==> config.mk <==
export PLATFORM = sky130hd
export DESIGN_NAME = ifu_ctrl
export DESIGN_NICKNAME = d
export VERILOG_FILES = /design/src/rtl/ifu_pkg.sv /design/src/rtl/ifu_ctrl.sv
export SDC_FILE = /design/constraint.sdc
export NUM_CORES = 1
export LEC_CHECK = 0
export CORE_ASPECT_RATIO = 1.4
export CORE_MARGIN = 2
export CORE_UTILIZATION = 51
export DETAILED_ROUTE_END_ITERATION = 6
export PLACE_DENSITY = 0.94
export SLEW_MARGIN = 0
export SYNTH_ARGS = -nofsm -noshare
export SYNTH_HDL_FRONTEND = slang
export SYNTH_SLANG_ARGS = --single-unit
==> constraint.sdc <==
create_clock -name clk -period 4.2 [get_ports clk]
set_input_delay 0.84 -clock clk [delete_from_list [all_inputs] [get_ports clk]]
set_output_delay 0.84 -clock clk [all_outputs]
set_load 0.02 [all_outputs]
==> src/rtl/ifu_pkg.sv <==
// Shared types and constants for the instruction fetch controller.
package ifu_pkg;

  typedef enum logic [1:0] {
    ST_IDLE  = 2'd0,
    ST_RUN   = 2'd1,
    ST_HALT  = 2'd2,
    ST_FAULT = 2'd3
  } ifu_state_e;

  localparam logic [31:0] EBREAK_INST = 32'h0010_0073;
  localparam int          IM_AW       = 5;
  localparam int          IM_DEPTH    = 1 << IM_AW;
  localparam int          IFU_N       = 32;

endpackage

==> src/rtl/ifu_ctrl.sv <==
// Fetch controller: walks a word-addressed instruction memory and presents
// one instruction at a time through a valid/ready output register.
module ifu_ctrl
  import ifu_pkg::*;
#(
  parameter int N  = IFU_N,
  parameter int AW = IM_AW
) (
  input  logic          clk,
  input  logic          rst_n,
  input  logic          start,
  input  logic          redirect_valid,
  input  logic [N-1:0]  redirect_pc,
  output logic [AW-1:0] addressIM,
  input  logic [N-1:0]  inst,
  output logic          out_valid,
  input  logic          out_ready,
  output logic [N-1:0]  out_inst,
  output logic [N-1:0]  out_pc,
  output logic [1:0]    state_o,
  output logic          fault,
  output logic [15:0]   fetch_cnt
);

  ifu_state_e  state_q, state_d;
  logic [N-1:0] pc_q, pc_d;
  logic         out_valid_q, out_valid_d;
  logic [N-1:0] out_inst_q, out_inst_d;
  logic [N-1:0] out_pc_q, out_pc_d;
  logic [15:0]  fetch_cnt_q, fetch_cnt_d;

  logic handshake;
  logic can_load;
  logic pc_out_of_range;
  logic redirect_misaligned;

  assign handshake           = out_valid_q && out_ready;
  assign can_load            = !out_valid_q || handshake;
  assign pc_out_of_range     = (pc_q >> (AW + 2)) != '0;
  assign redirect_misaligned = redirect_pc[1:0] != 2'b00;

  always_comb begin
    // NOTE: every next-state signal takes its hold value first so no path
    // through the case below can leave one unassigned and infer a latch.
    state_d     = state_q;
    pc_d        = pc_q;
    out_valid_d = out_valid_q;
    out_inst_d  = out_inst_q;
    out_pc_d    = out_pc_q;
    fetch_cnt_d = fetch_cnt_q;

    if (state_q == ST_FAULT) begin
      out_valid_d = 1'b0;
    end else if (redirect_valid) begin
      // A redirect flushes the output register; a coincident handshake is
      // treated as accepted, so nothing is lost by dropping out_valid.
      out_valid_d = 1'b0;
      if (redirect_misaligned) state_d = ST_FAULT;
      else                     pc_d    = redirect_pc;
    end else if (state_q == ST_RUN) begin
      if (can_load) begin
        if (pc_out_of_range) begin
          state_d     = ST_FAULT;
          out_valid_d = 1'b0;
        end else begin
          out_inst_d  = inst;
          out_pc_d    = pc_q;
          out_valid_d = 1'b1;
          pc_d        = pc_q + N'(4);
          if (fetch_cnt_q != 16'hFFFF) fetch_cnt_d = fetch_cnt_q + 16'd1;
          if (inst == N'(EBREAK_INST)) state_d = ST_HALT;
        end
      end
    end else begin
      // IDLE/HALT: no loads, but a pending instruction still drains.
      if (handshake) out_valid_d = 1'b0;
      if (start)     state_d     = ST_RUN;
    end
  end

  // NOTE: sequential state uses non-blocking assignments so every register
  // samples the values from before the edge, independent of statement order.
  always_ff @(posedge clk or negedge rst_n) begin
    if (!rst_n) begin
      state_q     <= ST_IDLE;
      pc_q        <= '0;
      out_valid_q <= 1'b0;
      out_inst_q  <= '0;
      out_pc_q    <= '0;
      fetch_cnt_q <= '0;
    end else begin
      state_q     <= state_d;
      pc_q        <= pc_d;
      out_valid_q <= out_valid_d;
      out_inst_q  <= out_inst_d;
      out_pc_q    <= out_pc_d;
      fetch_cnt_q <= fetch_cnt_d;
    end
  end

  assign addressIM = pc_q[AW+1:2];
  assign out_valid = out_valid_q;
  assign out_inst  = out_inst_q;
  assign out_pc    = out_pc_q;
  assign state_o   = state_q;
  assign fault     = (state_q == ST_FAULT);
  assign fetch_cnt = fetch_cnt_q;

endmodule

Yosys cells after proc, flatten, opt, wreduce, memory -nomap -nowiden
Index checks and enable logic that the tools add are counted.
W data, S select, Z words.
{"block": "word_totals", "reg_bits": 115, "in_bits": 69, "wordCells": 53}
{"block": "classes", "mux": 18, "reduce_logical": 14, "addsub": 2, "bitwise": 3, "n_eq_ne": 10}
{"op": "$mux W32", "count": 5}
{"op": "$add A32 B3 Y32 const B", "count": 1}
{"op": "$eq A32 B21 Y1 const B", "count": 1}
{"op": "$reduce_bool A32 Y1", "count": 1}
{"op": "$add A16 B1 Y16 const B", "count": 1}
{"op": "$ne A16 B16 Y1 const B", "count": 1}
{"op": "$reduce_and A5 Y1", "count": 3}
{"op": "$mux W2", "count": 7}
{"op": "$mux W1", "count": 6}
{"op": "$reduce_and A6 Y1", "count": 1}
{"op": "$reduce_bool A2 Y1", "count": 3}
{"op": "$ne A2 B2 Y1 const B", "count": 2}
{"op": "$ne A4 B3 Y1 const B", "count": 1}
{"op": "$ne A4 B4 Y1 const B", "count": 1}
{"op": "$reduce_bool A4 Y1", "count": 1}
{"op": "$ne A3 B3 Y1 const B", "count": 1}
{"op": "$not A1 Y1", "count": 3}
{"op": "$reduce_bool A3 Y1", "count": 1}
{"op": "$eq A2 B1 Y1 const B", "count": 1}
{"op": "$eq A2 B2 Y1 const B", "count": 1}
{"op": "$ne A2 B1 Y1 const B", "count": 1}
{"op": "$reduce_and A2 Y1", "count": 1}
{"op": "$logic_and A1 B1 Y1", "count": 1}
{"op": "$logic_not A1 Y1", "count": 1}
{"op": "$logic_or A1 B1 Y1", "count": 1}

Depth between registers and ports, before layout
Gate-level depths: netlist of the first run.
{"block": "depth", "depth_word": 6, "depth_mapped": 7, "mapped_depth_nobuf": 6}

Least setup slack after synthesis of the first run
OpenSTA, ideal clock, no wires.
{"block": "synth_timing", "path_type": "input to register", "startpoint": "input port redirect_valid", "endpoint": "register fetch_cnt_q[7], in the netlist fetch_cnt[7]", "path_buffers": 0, "required_time_ns": 4.072, "setup_time_ns": 0.128, "setup_slack_ns": 1.798, "cell_stages": 5, "arrival_time_ns": 2.274, "cell_sequence": "nor4b_2 nand4_2 or3_4 or3b_1 mux2_1"}
{"block": "synth_between", "elab_chain_cells": 2}
{"item": "start, declared", "line_no": "ifu_ctrl.sv:12", "rtl": "input logic redirect_valid,"}
{"item": "$not A1 Y1 (no line)"}
{"item": "$reduce_and A6 Y1 (no line)"}
{"item": "end signal, assigned", "line_no": "ifu_ctrl.sv:97", "rtl": "fetch_cnt_q <= fetch_cnt_d;"}
{"item": "end, declared", "line_no": "ifu_ctrl.sv:30", "rtl": "logic [15:0] fetch_cnt_q, fetch_cnt_d;"}
No other way between the ends.
A chain may end at the register's enable or synchronous reset.

Final worst setup path of the first run
Ends and elaborated chain as after synthesis.

==> results.cfg, run 1 <==
[logic_synthesis]
syn_inst = 532
synthesis.area_sq_mm = 0.00518
synth_edf_count = 0
synth-seq-cells = 115
synth_fp_nets = 603
synth_most_common_cell = nand2_1
synthArstFlopShare_pct = 100
synth_top_area_cell = dfrtp_1
synth_ff_type = dfrtp_1
synth.area.top_cells = dfrtp_1 56%, nand2_1 10%, nor2b_1 3.3%
synth_top_area_share_pct = 55.5
syn_avg_cell_area_sq_um = 9.74
synth-seq-area-share_pct = 55.5
yosysWarnings = 0
synthTopCellsByCount = 139 x nand2_1, 115 x dfrtp_1, 27 x nor2_1, 27 x nor2b_1, 24 x nand3_1
synth_cell_types = 53

[cts]
cts_sinks = 115
cts_made_buffers = 17
tritoncts = done
clk_latency_ns = 0.41
post_cts_resized = 0
cts_hold_buf = 0
htreeDepth = 4
clk_pin_slew_worst_paths_ns = 0.06
cts.path.max_buffers = 2
clockRootBuffer = clkbuf_16
post_cts_buffers = 0

[die]
core_area_sq_mm = 0.00990
dieWidth_microns = 89.2
start_util_pct = 52.3
die-area_sq_mm = 0.0110
ioPinCount = 158
rows = 43
dieHeight_microns = 123

[sta]
max_freq_mhz = 327
fin_crit_sh_pct = 72.8
relSlewSlack_pct = 34.3
rsz0062_at_grt = false
hold_violations = 0
setup_viol_count_final = 0
fin_skew_ns = 0.00914
setup_tns_ns = 0
drv_slew = 0
period_minus_slack_ns = 3.06
finalWorstSetupSlack_ns = 1.14
tightest_slew_ns = 0.984

[final_layout]
antenna_cells = 0
layout-drive-gt1-share_pct = 8.00
syn_to_final_growth_pct = 43.4
nets = 758
fin_util_pct = 75.1

[critical_path]
r2r_start = pc_q[22]
critical_path_depth = 7
endpoint = fetch_cnt[7]
reg2regPathDepth = 5
crit_chain = clkdlybuf4s50_1 -> buf_4 -> nor4b_2 -> nand4_2 -> or3_4 -> or3b_1 -> mux2_1
reg2reg_slack_ns = 1.61
r2r_end = fetch_cnt[7]
crit_required_ns = 4.49
critPathCaptureType = flop
cp_num_buf_inv = 2
worstSetupStartpoint = redirect_valid
startpoint_type = input pin
crit_type = in -> reg
critPathMaxStageDelay_ns = 0.60
arrival_ns = 3.34
critPathSlowestCell = or3_4
cp_top_family = simple AND/OR/NAND/NOR gates
crit_fanout = 49

[drt]
drc = 0
drt_pass1_iterations = 5
wl_mm = 14.4
first_iter_violations = 333
wl_per_cell_microns = 17.3
viasPerCell = 5.67
ant_nets = 0
dr_total_vias = 4736

[run_status]
outcome = finished, final reports clean

[pwr]
powerDensity_mw_per_mm2 = 454
peakVddDrop_v = 0.000367
p_leak_nw = 3.32

[placement]
gp_congestion = 0.873
post-place-ws_ns = 0.746
place_hpwl_mm = 10.3
port_buffers = 157

[grt]
grt_overflow = 0
grt_pass1_vias = 4691
antenna_found_initial = 0
grt_usage_pct = 26.7
grt_pass1_wl_mm = 22.4
grt_max_degree = 63

[run]
drv_cap = 0

[hold_path]
min_path_type = in -> async
[state kept, by name, indices dropped and copies added (netlist names)]
register   cells
out_inst      32
out_pc        32
pc_q          32
fetch_cnt     16
state_o        2
out_valid      1
[placed cells by master (no fill, tap or decap), drive strengths merged, types with 7 or more instances in the layout]
cell	count
o21ai	22
nand2	139
o22ai	7
dfrtp	115
nor3	16
nor2	27
nor2b	27
nand3	24
inv	14
nand4	13
clkbuf	17
clkdlybuf4s50	156
buf	7
a21oi	21
nor4	15
xnor2	9
[logic make-up (layout without fill, tap and decap cells)]
family | after synthesis | count (layout) | synth area share (%)
fa+ha+maj | 2 | 2 | 0.483
compound gates | 66 | 66 | 8.02
buf+inv | 38 | 206 | 3.19
simple gates | 289 | 289 | 28.7
flops | 115 | 115 | 55.5
mux | 9 | 9 | 1.86
xor+xnor | 13 | 13 | 2.20
[metal layers]
layer | track usage (%) | routed length (microns) | vias to the layer above | part of all wire [%]
li1 | - | - | 2142 | -
met1 | 31.3 | 5420 | 2340 | 38
met2 | 46.0 | 7720 | 205 | 53
met3 | 5.54 | 799 | 49 | 5.5
met4 | 12.9 | 493 | 0 | 3.4
met5 | 0 | 0 | - | 0
[metrics by stage]
stage                     power, mW  instances  hold slack, ns  cell area (sq um)
final                          3.38        835           0.360               7430
after floorplan                1.73        532           0.438               5180
after CTS                      3.37        835           0.375               7430
after detailed placement       1.97        803           0.456               6850
after global placement         1.93        803           0.449               6850
after global routing           3.50        835           0.393               7430
[worst register-to-register path: stages (launching register included)]
cell and delay (ns):
dfrtp_1 0.46, nor4_4 0.42, nand4_2 0.21, or3_4 0.60
or3b_1 0.45, mux2_1 0.32
[power by group]
| part | switching, mW | total [mW] | leakage (nW) | internal (mW) |
|---|---|---|---|---|
| Combinational | 0.275 | 0.522 | 1.55 | 0.247 |
| Sequential | 0.212 | 1.45 | 1.50 | 1.24 |
| Clock | 0.531 | 1.41 | 0.268 | 0.875 |
| Total | 1.02 | 3.38 | 3.32 | 2.36 |
[worst min-delay path by stage]
stage	from	end	slack, ns	cells after the start
6_report	rst_n	pc_q[19]	0.36	1
4_1_cts	rst_n	pc_q[18]	0.38	1
3_5_place_dp	out_inst[24]	out_inst[24]	0.46	2
5_1_grt	rst_n	pc_q[19]	0.39	1
3_3_place_gp	out_inst[19]	out_inst[19]	0.45	2
2_1_floorplan	pc_q[0]	out_pc[0]	0.44	2
[final cells by class]
| cell class | instances | area [sq um] |
|---|---|---|
| tap | 135 | 169 |
| clock inverter | 15 | 159 |
| timing repair buffer | 163 | 1610 |
| fill | 695 | 2470 |
| multi-input combinational | 379 | 2140 |
| sequential | 115 | 2880 |
| inverter | 11 | 41.3 |
| clock buffer | 17 | 425 |
(Power assumes the default switching activity.)
==> run 2: changes to the inputs <==
- CORE_UTILIZATION: 51 -> 43
- PLACE_DENSITY: 0.94 -> 0.85
- clock period: 4.2 -> 2.6 ns (I/O delays scaled with it)
==> results.cfg, run 2 (synthesis results as in run 1) <==
[cts]
clk_pin_slew_worst_paths_ns = 0.06
cts.path.max_buffers = 2
clockRootBuffer = clkbuf_16
cts_sinks = 115
cts_made_buffers = 17
cts_hold_buf = 0
post_cts_resized = 0
tritoncts = done
htreeDepth = 4
clk_latency_ns = 0.41
post_cts_buffers = 0

[pwr]
power_frac_comb_pct = 15.5
clkPwrFrac_pct = 41.1
switchingPower_mw = 1.63
swShare_pct = 30.1
powerDensity_mw_per_mm2 = 711
peakVddDrop_v = 0.000532
p_leak_nw = 3.42
power_frac_seq_pct = 43.3
internal_power_mw = 3.78
power_mw = 5.41

[run_status]
outcome = finished, final reports clean

[critical_path]
startpoint_type = flop
cp_top_family = buffers and inverters
critPathMaxStageDelay_ns = 0.61
crit_type = reg -> out
critPathCaptureType = primary output
crit_chain = nand2_1 -> inv_1 -> clkdlybuf4s50_1
cp_num_buf_inv = 2
arrival_ns = 1.79
critPathSlowestCell = clkdlybuf4s50_1
crit_required_ns = 2.08
crit_fanout = 9

[drt]
wl_per_cell_microns = 16.9
wl_mm = 14.6
drc = 0
viasPerCell = 5.40
first_iter_violations = 264
dr_total_vias = 4666
ant_nets = 0
drt_pass1_iterations = 7

[grt]
grt_usage_pct = 23.3
antenna_found_initial = 0
grt_pass1_wl_mm = 24.2
grt_pass1_vias = 4913
grt_max_degree = 57
grt_overflow = 0

[die]
core_area_sq_mm = 0.0118
dieWidth_microns = 96.8
die-area_sq_mm = 0.0130
dieHeight_microns = 134
ioPinCount = 158
rows = 47
start_util_pct = 43.8

[sta]
holdWs_ns = 0.0439
max_freq_mhz = 433
finalWorstSetupSlack_ns = 0.290
hold_violations = 0
tightest_slew_ns = 0.769
setup_viol_count_final = 0
drv_slew = 0
fin_crit_sh_pct = 88.8
rsz0062_at_grt = false
relSlewSlack_pct = 48.4
period_minus_slack_ns = 2.31
setup_tns_ns = 0
fin_skew_ns = 0.0113

[final_layout]
final_cell_mix = 156 x clkdlybuf4s50_1, 139 x nand2_1, 115 x dfrtp_1, 27 x nor2b_1, 27 x nor2_1
fin_util_pct = 64.3
regArea_sq_mm = 0.00288
syn_to_final_growth_pct = 46.8
nets = 775
layout_commonest_cell = clkdlybuf4s50_1
fillCellCount = 912
layout-drive-gt1-share_pct = 10.2
antenna_cells = 0
multi_input_area_sq_mm = 0.00214

[placement]
place_hpwl_mm = 10.9
gp_congestion = 0.911
port_buffers = 157
post-place-ws_ns = 0.00249

[hold_path]
min_path_type = in -> async

[run]
drv_cap = 0
-- run 2: cell types whose count changed in the layout (fill, tap and decap cells not counted) --
cell	previous run	this run
bufinv_16	2	1
clkinv_2	2	1
clkinvlp_4	6	4
buf_12	0	3
buf_4	7	21
clkbuf_8	0	2
clkinv_4	2	4
-- run 2: metrics by stage --
stage	std cells	instance area, sq um
final	864	7600
after global routing	864	7600
after CTS	864	7600
after detailed placement	832	7030
after global placement	832	7030
after floorplan	532	5180
-- run 2: routing by layer --
layer	GRT usage, %	vias to the layer above	routed length, microns
met3	5.78	38	841
met4	12.3	0	590
met1	26.8	2265	5610
met2	40.0	193	7580
li1	-	2170	-
met5	0	-	0
-- run 2: worst paths after layout --
check                              from           end  slack [ns]  cells past startpoint
hold / removal                    rst_n      pc_q[19]        0.04                      1
max in group asynchronous         rst_n    out_pc[31]        1.83                      2
hold reg to reg            out_inst[10]  out_inst[10]        0.46                      2
min in group clk           out_inst[10]  out_inst[10]        0.46                      2
setup / recovery             state_o[0]         fault        0.29                      3
setup reg to reg               pc_q[11]  fetch_cnt[7]        0.31                      5
-- run 2: final cells by class --
cell class,instances,area share [%]
sequential,115,37.8
multi-input combinational,379,28.2
timing repair buffer,180,23.4
clock buffer,19,5.96
tap,147,2.42
clock inverter,13,1.66
inverter,11,0.543
-- run 2: power groups by stage --
stage	clock, mW	sequential (mW)	combinational (mW)
final	2.22	2.35	0.841
after detailed placement	0	2.35	0.843
after global placement	0	2.34	0.812
after CTS	2.26	2.33	0.844
after global routing	2.35	2.37	0.937
after floorplan	0	2.27	0.527
-- run 2: worst reg2reg max path: stages, from the launching register on --
cell     delay [ns]
dfrtp_1        0.41
nor4_2         0.39
nand4_4        0.22
or3_4          0.44
or3b_1         0.40
mux2_1         0.31
==> run 3: changes to the inputs <==
- ABC_AREA: unset -> 1
- CORE_UTILIZATION: 43 -> 45
==> results.cfg, run 3 <==
[run_status]
outcome = finished, final reports clean

[placement]
place_hpwl_mm = 12.0
port_buffers = 157
gp_congestion = 0.900
dpl_cell_area_sq_mm = 0.00790

[final_layout]
fin_area_sq_mm = 0.00849
final_cell_mix = 350 x nand2_1, 156 x clkdlybuf4s50_1, 115 x dfrtp_1, 97 x nand3_1, 92 x nor2_1
layout-drive-gt1-share_pct = 7.79
nets = 1085
antenna_cells = 0
layout_commonest_cell = nand2_1
syn_to_final_growth_pct = 36.5
fillCellCount = 1131

[logic_synthesis]
syn_avg_cell_area_sq_um = 7.23
synth-seq-area-share_pct = 46.3
syn_inst = 859
synth_cell_types = 32
synth_top_area_cell = dfrtp_1
synth_most_common_cell = nand2_1
synth_edf_count = 0
synth_fp_nets = 930
synth_ff_type = dfrtp_1
synth-seq-cells = 115
yosysWarnings = 0
synthTopCellsByCount = 350 x nand2_1, 115 x dfrtp_1, 97 x nand3_1
synth.area.top_cells = dfrtp_1 46%, nand2_1 21%, nand3_1 7.8%
synthesis.area_sq_mm = 0.00621
synth_top_area_share_pct = 46.3
synthArstFlopShare_pct = 100

[cts]
cts_sinks = 115
htreeDepth = 4
post_cts_buffers = 0
cts_made_buffers = 17
clockRootBuffer = clkbuf_16
cts_hold_buf = 0
clk_pin_slew_worst_paths_ns = 0.06
post_cts_resized = 0
cts.path.max_buffers = 2
tritoncts = done
clk_latency_ns = 0.42

[sta]
fin_crit_sh_pct = 85.9
setup_viol_count_final = 0
hold_violations = 0
rsz0062_at_grt = false
relSlewSlack_pct = 65.3
max_freq_mhz = 448
drv_slew = 0
fin_skew_ns = 0.0101
setup_tns_ns = 0
tightest_slew_ns = 0.519
period_minus_slack_ns = 2.23

[pwr]
power_mw = 6.09
powerDensity_mw_per_mm2 = 717
p_leak_nw = 4.21
peakVddDrop_v = 0.000523

[critical_path]
crit_fanout = 4
critPathMaxStageDelay_ns = 0.65
crit_required_ns = 2.08
crit_chain = nand2_1 -> inv_1 -> clkdlybuf4s50_1
critPathCaptureType = primary output
crit_type = reg -> out
startpoint_type = flop
critPathSlowestCell = clkdlybuf4s50_1
arrival_ns = 1.71

[grt]
grt_max_degree = 55
grt_usage_pct = 24.5
grt_pass1_wl_mm = 28.1
grt_overflow = 0
grt_pass1_vias = 5782
antenna_found_initial = 0

[die]
ioPinCount = 158
dieHeight_microns = 143
start_util_pct = 46.2
core_area_sq_mm = 0.0135
dieWidth_microns = 103
die-area_sq_mm = 0.0148
rows = 50

[run]
drv_cap = 0

[drt]
drc = 0
first_iter_violations = 455
wl_per_cell_microns = 14.3
wl_mm = 17.2
viasPerCell = 4.95
drt_pass1_iterations = 6
ant_nets = 0
dr_total_vias = 5988

[hold_path]
min_path_type = in -> async
-- run 3: cell count changes after synthesis, moves of 17 or more --
| cell | previous run | this run |
|---|---|---|
| nand3_1 | 24 | 97 |
| nand2_1 | 139 | 350 |
| nor2b_1 | 27 | 0 |
| a21oi_1 | 21 | 0 |
| or2_2 | 1 | 18 |
| inv_1 | 11 | 78 |
| nor2_1 | 27 | 92 |
-- run 3: layout make-up --
type                       instances  area, sq um  area share [%]
inverter                          79          297            3.49
sequential                       115         2880            33.9
clock inverter                    12          119            1.40
timing repair buffer             168         1690            19.9
tap                              182          228            2.68
multi-input combinational        633         2810            33.1
clock buffer                      20          467            5.50
-- run 3: worst max-delay path, delay by kind of cell (launching register included) --
family	cells	cell delay [ns]
buffers and inverters	2	0.74
flip-flops	1	0.42
AND/OR/NAND/NOR	1	0.14
-- run 3: cell families after synthesis --
family	count (synthesis)	share of synthesized area [%]
and+or+nand+nor	584	39.8
buffers and inverters	111	8.50
DFF	115	46.3
adders and majority gates	2	0.403
xor gates and xnor gates	12	1.69
AOI/OAI and AO/OA	35	3.28
-- run 3: worst paths after layout --
kind / slack (ns) / depth (start not counted) / endpoint / from
max: 0.37 / 3 / fault / state_o[1]
min: 0.05 / 1 / out_pc[19] / rst_n
max reg2reg: 0.56 / 8 / pc_q[3] / pc_q[23]
min reg2reg: 0.46 / 2 / out_pc[12] / out_pc[12]
max in group asynchronous: 1.74 / 2 / out_pc[7] / rst_n
min in group clk: 0.46 / 2 / out_pc[12] / out_pc[12]
-- run 3: routing by layer --
layer,share of wire (%),routed length [microns],vias to the layer above,GRT usage [%]
met5,0,0,-,0
met3,5.3,913,44,5.38
met2,50,8710,195,40.5
met4,3.4,582,0,11.1
li1,-,-,2985,-
met1,41,7040,2764,30.3
-- run 3: per-stage QoR --
step                      instances  setup slack, ns  hold slack (ns)  utilization [%]
after detailed placement       1177            0.198            0.450             58.7
after floorplan                 859            0.845            0.224                -
after global placement         1177            0.245            0.449             58.7
after CTS                      1209            0.373           0.0550             63.1
final                          1209            0.367           0.0497             63.1
after global routing           1209            0.312           0.0799             63.1
-- run 3: report_power, final --
part / internal, mW / switching (mW)
Combinational: 0.569 / 0.837
Sequential: 2.02 / 0.361
Clock: 1.41 / 0.894
Total: 3.99 / 2.09
